## config.mk

```make
export PLATFORM = sky130hd
export DESIGN_NAME = value_source
export DESIGN_NICKNAME = d
export VERILOG_FILES = /design/src/rtl/value_source.sv
export SDC_FILE = /design/constraint.sdc
export NUM_CORES = 1
export LEC_CHECK = 0
export BUFFER_PORTS_ARGS = -buffer_cell sky130_fd_sc_hd__buf_2
export CAP_MARGIN = 15
export CORE_MARGIN = 1
export CORE_UTILIZATION = 58
export CTS_CLUSTER_DIAMETER = 40
export CTS_CLUSTER_SIZE = 30
export DETAILED_ROUTE_END_ITERATION = 16
export GPL_TIMING_DRIVEN = 0
export PLACE_DENSITY = 0.84
export SLEW_MARGIN = 10
export SYNTH_ARGS = -nofsm -noshare
export SYNTH_HDL_FRONTEND = slang
export SYNTH_SLANG_ARGS = --single-unit
```

## constraint.sdc

```tcl
create_clock -name i_clk -period 4.7 [get_ports i_clk]
set_clock_uncertainty 0.2 [all_clocks]
set_input_delay 0.94 -clock i_clk [delete_from_list [all_inputs] [get_ports i_clk]]
set_output_delay 0.94 -clock i_clk [all_outputs]
set_load 0.01 [all_outputs]
```

## src/rtl/value_source.sv

```systemverilog
// value_source
//   Byte FIFO feeding a processor input port, with a small sequencing FSM
//   that reports when a loaded sequence has been fully consumed.
//
//   Parameters
//     L_DEPTH    FIFO depth in bytes (power of two, 2..256)
//     L_TIMEOUT  DRAIN cycles without a successful pop before o_done is forced
//
//   Ports
//     i_clk          rising-edge clock
//     i_rst          synchronous active-low reset
//     i_load_value   byte to queue
//     i_load_wr      one-cycle load strobe
//     i_load_last    marks the loaded byte as the final one of a sequence
//     o_load_full    registered FIFO-full flag
//     o_value        head byte (8'h00 when empty)
//     o_value_valid  head byte present
//     i_value_rd     one-cycle read strobe, pops the head
//     o_count        occupancy, 0..L_DEPTH
//     o_done         one-cycle strobe when the sequence is complete
//     o_overflow     (only with VALUE_SOURCE_OVERFLOW_EN) sticky flag for a
//                    dropped load or an ignored read, cleared by reset
//
//   Build option: define VALUE_SOURCE_OVERFLOW_EN to add o_overflow.
module value_source #(
  parameter int L_DEPTH   = 16,
  parameter int L_TIMEOUT = 255
) (
  input  logic       i_clk,
  input  logic       i_rst,
  input  logic [7:0] i_load_value,
  input  logic       i_load_wr,
  input  logic       i_load_last,
  output logic       o_load_full,
  output logic [7:0] o_value,
  output logic       o_value_valid,
  input  logic       i_value_rd,
  output logic [8:0] o_count,
  output logic       o_done
`ifdef VALUE_SOURCE_OVERFLOW_EN
  ,
  output logic       o_overflow
`endif
);

  localparam int PW = (L_DEPTH > 1) ? $clog2(L_DEPTH) : 1;

  typedef enum logic [1:0] {
    S_IDLE,
    S_STREAM,
    S_DRAIN,
    S_DONE
  } state_t;

  state_t          r_state;
  state_t          w_state_next;

  logic [8:0]      r_mem [L_DEPTH];
  logic [PW-1:0]   r_wr_ptr;
  logic [PW-1:0]   r_rd_ptr;
  logic [8:0]      r_count;
  logic            r_full;
  logic [15:0]     r_tcnt;
  logic [15:0]     w_tcnt_next;
  logic [15:0]     w_tcnt_inc;

  logic            w_empty;
  logic            w_pop;
  logic            w_push;
  logic [8:0]      w_head;
  logic [8:0]      w_count_next;

  assign w_empty = (r_count == '0);
  assign w_head  = r_mem[r_rd_ptr];
  assign w_pop   = i_value_rd & ~w_empty;
  // When full, a simultaneous pop frees the slot in the same cycle.
  assign w_push  = i_load_wr & (~r_full | w_pop);

  always_comb begin
    w_count_next = r_count;
    unique case ({w_push, w_pop})
      2'b10:   w_count_next = r_count + 9'd1;
      2'b01:   w_count_next = r_count - 9'd1;
      default: w_count_next = r_count;
    endcase
  end

  // Storage has no reset: entries are only observable behind r_count.
  always_ff @(posedge i_clk) begin
    if (i_rst && w_push) begin
      r_mem[r_wr_ptr] <= {i_load_last, i_load_value};
    end
  end

  always_ff @(posedge i_clk) begin
    if (!i_rst) begin
      r_wr_ptr <= '0;
      r_rd_ptr <= '0;
      r_count  <= '0;
      r_full   <= 1'b0;
    end else begin
      if (w_push) r_wr_ptr <= r_wr_ptr + 1'b1;
      if (w_pop)  r_rd_ptr <= r_rd_ptr + 1'b1;
      r_count <= w_count_next;
      r_full  <= (w_count_next == 9'(L_DEPTH));
    end
  end

  assign w_tcnt_inc = r_tcnt + 16'd1;

  // DRAIN ends on the first cycle with no read strobe; the timeout covers a
  // processor that keeps strobing an empty FIFO.
  always_comb begin
    w_state_next = r_state;
    w_tcnt_next  = '0;
    unique case (r_state)
      S_IDLE: begin
        if (w_push) w_state_next = S_STREAM;
      end
      S_STREAM: begin
        if (w_pop && w_head[8]) w_state_next = S_DRAIN;
      end
      S_DRAIN: begin
        if (!i_value_rd) begin
          w_state_next = S_DONE;
        end else if (!w_pop) begin
          w_tcnt_next = w_tcnt_inc;
          if (w_tcnt_inc >= 16'(L_TIMEOUT)) w_state_next = S_DONE;
        end
      end
      S_DONE: begin
        w_state_next = S_IDLE;
      end
      default: w_state_next = S_IDLE;
    endcase
  end

  always_ff @(posedge i_clk) begin
    if (!i_rst) begin
      r_state <= S_IDLE;
      r_tcnt  <= '0;
    end else begin
      r_state <= w_state_next;
      r_tcnt  <= w_tcnt_next;
    end
  end

`ifdef VALUE_SOURCE_OVERFLOW_EN
  logic r_overflow;

  always_ff @(posedge i_clk) begin
    if (!i_rst) begin
      r_overflow <= 1'b0;
    end else if ((i_load_wr && !w_push) || (i_value_rd && !w_pop)) begin
      r_overflow <= 1'b1;
    end
  end

  assign o_overflow = r_overflow;
`endif

  assign o_load_full   = r_full;
  assign o_count       = r_count;
  assign o_value_valid = ~w_empty;
  assign o_value       = w_empty ? 8'h00 : w_head[7:0];
  assign o_done        = (r_state == S_DONE);

endmodule

```

Word-level counts from Yosys, hierarchy flattened
Memory sizes are Yosys's and may differ from the RTL's. A register that Yosys moved wholly into a read port is not among the register bits.
Index checks and enable logic that the tools add are counted.

word-level totals
  register bits = 36
  RAM bits = 144
  bits of input ports = 13
  output and inout bits = 20
  logic and storage cells = 49
  memories kept = 1

operators by class
  $add $sub $neg = 5
  magnitude comparators = 1
  equal/unequal tests = 10
  multiplexer cells = 12
  bitwise gates (word level) = 8
  reduce and logical (&&, ||, !) cells = 6

memories
  name   words  bits a word  read ports  clocked after Yosys merged registers in  write ports  RTL line  text
  r_mem  16     9            1           1                                        1            58        logic [8:0] r_mem [L_DEPTH];

operators with widths
  kind                     count
  $pmux W9 S2              1
  $add A16 B1 Y16 const B  1
  $ge A16 B8 Y1 const B    1
  $mux W2                  5
  $add A9 B1 Y9 const B    1
  $eq A9 B5 Y1 const B     1
  $logic_not A9 Y1         1
  $sub A9 B1 Y9 const B    1
  $add A4 B1 Y4 const B    2
  $mux W4                  2
  $mux W8                  1
  $pmux W2 S4              1
  $eq A2 B2 Y1 const B     3
  $ne A3 B3 Y1 const B     2
  $not A1 Y1               5
  $eq A2 B1 Y1 const B     2
  $ne A2 B2 Y1 const B     2
  $reduce_and A4 Y1        1
  $reduce_or A4 Y1         1
  $and A1 B1 Y1            2
  $logic_and A1 B1 Y1      2
  $logic_not A2 Y1         1
  $mux W1                  2
  $or A1 B1 Y1             1

Depth between registers and ports, before layout
Gate-level depths: netlist of the first run.

  depth after elaboration = 8
  depth in mapped cells = 16

Worst setup path before layout of the first run
OpenSTA, ideal clock, no wires.

  kind = input to register
  start point = in i_value_rd
  end point = reg r_full (netlist: o_load_full)
  library setup time = 0.092 ns
  data arrival time = 3.736 ns
  data required time = 4.408 ns
  setup slack = 0.672 ns
  cell stages on the path = 15
  path buffers = 2
  cell sequence = inv_1 -> a31o_2 -> a21boi_2 -> inv_1 -> ha_1 -> buf_2 -> buf_4 -> xor2_1 -> ha_1 -> a21o_1 -> a21oi_1 -> a2111oi_0 -> mux2i_1 -> nand4b_1 -> nor4_1

between the ends
  longest elaborated chain between the ends = 6
  elaborated cells on any way between the ends = 7
  classes of those cells = 3 x eq/ne; 1 x mux; 3 x bitwise

RTL lines
  what                                                 RTL line  text
  start, declared                                      37        input logic i_value_rd,
  $and A1 B1 Y1 *                                      75        assign w_pop = i_value_rd & ~w_empty;
  $or A1 B1 Y1                                         77        assign w_push = i_load_wr & (~r_full | w_pop);
  $and A1 B1 Y1                                        77
  $eq A2 B1 Y1 / $eq A2 B2 Y1 (equally long branches)  81        unique case ({w_push, w_pop})
  $pmux W9 S2 *                                        81
  $eq A9 B5 Y1 *                                       105       r_full <= (w_count_next == 9'(L_DEPTH));
  end signal, assigned                                 105
  end, declared                                        62        logic r_full;

Mark *: on every way between the ends. The rest lies on a longest branch, timed or not.
A chain may end at the register's enable or synchronous reset.

Final worst setup path of the first run
  start point = reg r_count[4] (netlist: o_count[4])
  end point = reg r_full (netlist: o_load_full)

between the ends
  longest elaborated chain between the ends = 8
  elaborated cells on any way between the ends = 11
  classes of those cells = 2 x add/sub; 3 x eq/ne; 1 x mux; 4 x bitwise; 1 x reduce/logical

RTL lines
  what                                                 RTL line  text
  start, declared                                      61        logic [8:0] r_count;
  start signal, assigned                               104       r_count <= w_count_next;
  $logic_not A9 Y1                                     73        assign w_empty = (r_count == '0);
  $not A1 Y1                                           75
  $and A1 B1 Y1                                        75
  $or A1 B1 Y1                                         77
  $and A1 B1 Y1                                        77
  $eq A2 B1 Y1 / $eq A2 B2 Y1 (equally long branches)  81
  $pmux W9 S2 *                                        81
  $eq A9 B5 Y1 *                                       105

Marks and branches as above.

==> metrics, run 1 <==
status finished clean; Reg power frac between 40% and 50%; CP arrival 4480 ps; # rows 42; leakage 3.10 nW; Vias/cell 6.26; Seq/Total Area, Yosys 63.2%; library cells used by synthesis 59; cell-internal power 3.17 mW; Multi-input gate area 0.00280 mm²; area of the core between 0.01 and 0.015 mm²; Die X-Extent 120 µm; DP Wirelength between 10000 and 15000 µm; die extent in y 120 µm; final worst path period need roughly 4300 ps; Max VDD drop 0.307 mV; Yosys top cell by area edfxtp_1; IO buf count 31; Setup Buffers After CTS 0; Yosys top cell area share between 50 and 60%; share of post-route cells with drive strength above 1 between 20% and 30%; Finish-stage setup viols 0; # IOs 33; clk_lat worst skew 440 ps; Total Wirelength 17400 µm; register area between 0.005 and 0.006 mm²; CP Max Fanout 10; syn_nets 562; maximum clock frequency approximately 230 MHz; H-tree levels 4; fin util 67.9%; drt wl/cell about 22 µm; commonest non-fill, non-tap cell in the layout edfxtp_1; vias in the first global route between 4000 and 5000; setup TNS 0 ps; Worst Setup Start Kind flip-flop; Worst setup EP type flip-flop; smallest hold slack between 300 and 400 ps; largest net degree at the start of global routing 19; Pwr Density ~510 mW/mm²; hold-fix buffers at CTS 0; WP data required 4840 ps; via count 4874; Slew Limit Fails 0; async set or reset register ratio after synthesis 0%; RSZ-0062 raised after global routing false; maxcap violations 0; Residual DRC 0; Comb pwr share 29.4%; Mapped Cells 534; Sw Share 32.0%; Total GRT Usage 26.3%; yosys warns 0; Area after DPL 0.00853 mm²; clock buffer depth 2; Final Hold Violating Endpoints 0; flops & latches, synth 184; Area Overhead vs Synth 12.8%; Worst Hold Class flip-flop to flip-flop; nets 617; Reg clk slew, reported paths 70 ps; slew margin rel. 16.1%; Num CTS Buffers 17; number of fill cells slightly above 900; GRT overflow 0; DIE AREA 0.0144 mm²; Synth area leaders edfxtp_1 (53%), mux4_2 (12%), dfxtp_1 (9.9%), ha_1 (2.3%), xnor2_1 (1.7%); Mapped Area 0.00810 mm²; antenna diode count 0; total clock sinks 184; Initial DRC Count 508; final instance area 0.00914 mm²; commonest cells after routing, fill and taps aside edfxtp_1 (144), buf_2 (45), mux4_2 (43); routability cong. slightly below 0.9; critical path type flip-flop to flip-flop; part of the power in the clock network 30.2%; Switch Pwr 1.49 mW; initial antenna violation count 0; actual slew at the worst max-slew pin 1250 ps; first-pass GRT wire length around 27000 µm; Detail Route Antenna Nets 0; Initial Utilization 60.2%; period utilization 92.3%; root buf cell clkbuf_16; CTS tree yes; drt first pass iters 7; Mean Syn Cell Area ~15 µm²; Post-synth EDFFs roughly 140; Top FF cell, synth edfxtp_1
==> final timing paths <==
| check | start | end | slack [ps] | cells after the start |
|---|---|---|---|---|
| setup / recovery | o_count[4]$_SDFF_PN0_ | o_load_full$_SDFF_PN0_ | 360 | 16 |
| hold / removal | r_tcnt[0]$_SDFF_PP0_ | r_tcnt[0]$_SDFF_PP0_ | 310 | 1 |
| setup reg to reg | o_count[4]$_SDFF_PN0_ | o_load_full$_SDFF_PN0_ | 360 | 16 |
| hold reg to reg | r_tcnt[0]$_SDFF_PP0_ | r_tcnt[0]$_SDFF_PP0_ | 310 | 1 |
==> area by class of cell <==
type / count / area share (%)
sequential: 184 / 56.1
multi-input combinational: 299 / 30.6
clock buffer: 17 / 4.65
tap: 176 / 2.41
timing repair buffer: 36 / 2.11
clock inverter: 15 / 1.71
buffer: 33 / 1.71
inverter: 18 / 0.739
==> synthesized netlist by cell type (2+ instances only) <==
library cell and n:
o21ai_0 6, a311oi_1 3, clkbuf_1 12, and4_1 4
buf_2 14, nand3b_1 3, nand2b_1 6, nor2_1 35
mux2i_1 6, a31o_2 2, a21boi_0 2, xnor2_1 16
nand4_1 10, a21o_1 5, o211a_1 2, a2111oi_0 2
a211oi_1 3, or3_1 3, nor2b_1 16, o21a_1 5
nand3_1 13, edfxtp_1 144, buf_4 2, o31ai_1 3
dfxtp_1 40, inv_1 18, mux2_2 3, a22oi_1 2
nor3b_1 2, ha_1 15, xor2_1 13, mux4_2 43
nand2_1 19, buf_1 4, nor3_1 8, and3_1 3
nand4b_1 2, and2_1 12, nor4_1 4, a21oi_1 6
a31oi_1 5
==> worst max-delay path, stage by stage, from the launching register on <==
cell       delay, ps
dfxtp_1          320
buf_2            200
nor2_1           130
a31o_2           320
a21boi_4         360
inv_1            120
ha_1             280
buf_2            210
buf_4            190
xor2_1           150
ha_1             270
and4_1           230
a31oi_1          190
o21ai_0          140
a2111oi_1        510
nand4b_1         160
nor4_1           250
==> kinds of logic (layout without fill, tap and decap cells) <==
family,after synthesis,in the layout,synth area share (%)
buffers and inverters,51,119,2.76
DFF,184,184,63.2
adders and majority gates,15,15,2.32
AOI/OAI and AO/OA,57,57,5.44
muxes,53,53,13.4
xor gates and xnor gates,29,29,3.13
and+or+nand+nor,145,145,9.67
==> registers in the layout, indices dropped and copies added (netlist names), named ones only <==
signal       count
r_mem          144
r_tcnt          16
o_count          9
r_rd_ptr         4
r_wr_ptr         4
r_state          2
o_load_full      1
==> per-stage QoR <==
step / worst slack [ps] / power (mW) / std cells
2_1_floorplan: 672 / 2.85 / 534
3_3_place_gp: -242 / 3.21 / 741
6_report: 363 / 4.66 / 778
4_1_cts: 165 / 4.65 / 777
5_1_grt: 89.4 / 4.85 / 778
3_5_place_dp: -324 / 3.25 / 745
==> power by group through the flow <==
stage,logic [mW],clock network (mW),registers [mW]
final,1.37,1.41,1.88
after floorplan,0.930,0,1.92
after detailed placement,1.33,0,1.92
after global routing,1.49,1.47,1.89
after global placement,1.30,0,1.91
after CTS,1.35,1.42,1.88
==> timing repair <==
| item | in CTS | in global routing |
|---|---|---|
| setup endpoints to repair | 1 | 1 |
| gates resized for setup | 1 | 4 |
| gates cloned | 0 | 0 |
==> layer usage <==
metal / vias up / GRT usage (%) / share of wire [%]
met5: - / 0 / 0
met4: 0 / 13.0 / 3.4
met3: 45 / 6.89 / 6.5
met2: 201 / 43.3 / 50
met1: 2451 / 32.3 / 40
li1: 2177 / - / -
Power figures use the tool's default switching activity.
==> inputs of run 2 (changes only) <==
--- a/config.mk
+++ b/config.mk
@@ -12,7 +12,8 @@
 export CTS_CLUSTER_DIAMETER = 40
 export CTS_CLUSTER_SIZE = 30
 export DETAILED_ROUTE_END_ITERATION = 16
-export GPL_TIMING_DRIVEN = 0
+export GPL_ROUTABILITY_DRIVEN = 0
+export MAX_ROUTING_LAYER = met4
 export PLACE_DENSITY = 0.84
 export SLEW_MARGIN = 10
 export SYNTH_ARGS = -nofsm -noshare
==> metrics, run 2 (synthesized netlist as in run 1, its figures left out) <==
status finished clean; DP Wirelength 10600 µm; Residual DRC 0; Worst Setup Start Kind flip-flop; DIE AREA between 0.01 and 0.015 mm²; Num CTS Buffers 17; vias in the first global route roughly 4700; Vias/cell 6.34; max reg flops 144; Area Overhead vs Synth 11.4%; Placed Cells 728; Resized cells post-CTS 0; number of fill cells 938; Pwr Density 496 mW/mm²; slowest stage cell, crit path dfxtp_2; Worst setup EP type output pin; Finish-stage setup viols 0; actual slew at the worst max-slew pin 1130 ps; period utilization a little over four fifths; # rows 42; clock buffer depth 2; largest net degree at the start of global routing 36; largest reg by FF count r_mem; most used cell along the critical path mux4_2; area of the core 0.0135 mm²; CP Max Fanout 20; GRT overflow 0; Die X-Extent 120 µm; Worst Hold Class flip-flop to flip-flop; share of post-route cells with drive strength above 1 roughly 23%; RSZ-0062 raised after global routing false; Setup Buffers After CTS 0; hold-fix buffers at CTS 0; H-tree levels 4; WP data required roughly 3600 ps; CTS tree yes; reg2reg start o_count[1]$_SDFF_PN0_; setup TNS 0 ps; CP arrival between 2000 and 3000 ps; total clock sinks between 150 and 200; Slew Limit Fails 0; worst-path cell chain buf_12 > mux4_2 > mux4_2 > nor2b_1 > buf_2; slew margin rel. 24.6%; Total GRT Usage 25.5%; drt wl/cell 22.1 µm; Initial Utilization 60.2%; Max VDD drop 0.389 mV; CP peak stage delay roughly 750 ps; via count between 4000 and 5000; leakage 3.03 nW; critical path type flip-flop to output pin; maxcap violations 0; commonest non-fill, non-tap cell in the layout edfxtp_1; maximum clock frequency roughly 250 MHz; crit-path leading delay family multiplexers; commonest cells after routing, fill and taps aside edfxtp_1 (144), mux4_2 (43), dfxtp_1 (39); Detail Route Antenna Nets 0; first-pass GRT wire length between 20000 and 30000 µm; root buf cell clkbuf_16; final instance count without filler cells 760; final worst path period need 3950 ps; Reg clk slew, reported paths 70 ps; die extent in y 120 µm; Initial DRC Count 703; initial antenna violation count 1; clk_lat worst skew 430 ps; Total Wirelength ~17000 µm; Final Hold Violating Endpoints 0; drt first pass iters 5; min-delay src r_tcnt[0]$_SDFF_PP0_; Critical path buffers and inverters 2; nets 599; IO buf count 32; # IOs 33
[run 2: changes by cell type in the layout (fill, tap and decap cells not counted), moves of 4 or more]
cell	change
nor3_2	-4
clkbuf_1	-11
nor3_1	+4
buf_4	+11
buf_1	-4
buf_2	-13
[run 2: final timing paths]
check / endpoint / slack, ps / depth (start not counted)
worst max-delay path: o_value[5] / 750 / 5
worst min-delay path: r_tcnt[0]$_SDFF_PP0_ / 310 / 1
worst max register to register: o_load_full$_SDFF_PN0_ / 810 / 12
worst min register to register: r_tcnt[0]$_SDFF_PP0_ / 310 / 1
[run 2: routing by layer]
| metal | part of all wire (%) | up-vias | track usage, % |
|---|---|---|---|
| met4 | 2.7 | 0 | 9.53 |
| met1 | 38 | 2397 | 30.2 |
| met2 | 51 | 249 | 43.0 |
| met3 | 7.4 | 38 | 5.66 |
| met5 | 0 | - | - |
| li1 | - | 2132 | - |
[run 2: through the flow]
step                      power [mW]  hold WS (ps)  setup slack, ps  instance area, µm²  util, %
after floorplan                 2.85           260              672                8100        -
after global placement          3.15           285             1010                8480     63.1
after detailed placement        3.18           301              885                8480     63.1
after CTS                       4.49           320              694                9020     67.1
after global routing            4.68           353              517                9030     67.1
final                           4.48           309              746                9030     67.1
[run 2: layout make-up]
type	count	area (µm²)	area share, %
Multi-Input combinational cell	299	2750	30.5
Tap cell	176	220	2.44
Timing Repair Buffer	51	315	3.49
Sequential cell	184	5130	56.8
Clock buffer	18	429	4.75
Clock inverter	13	111	1.23
Antenna cell	1	2.50	0.0277
Inverter	18	67.6	0.749
[run 2: where the power goes]
part | switching, mW | internal [mW] | total [mW]
Clock | 0.625 | 0.690 | 1.32
Combinational | 0.654 | 0.562 | 1.22
Sequential | 0.126 | 1.82 | 1.95
Total | 1.41 | 3.07 | 4.48
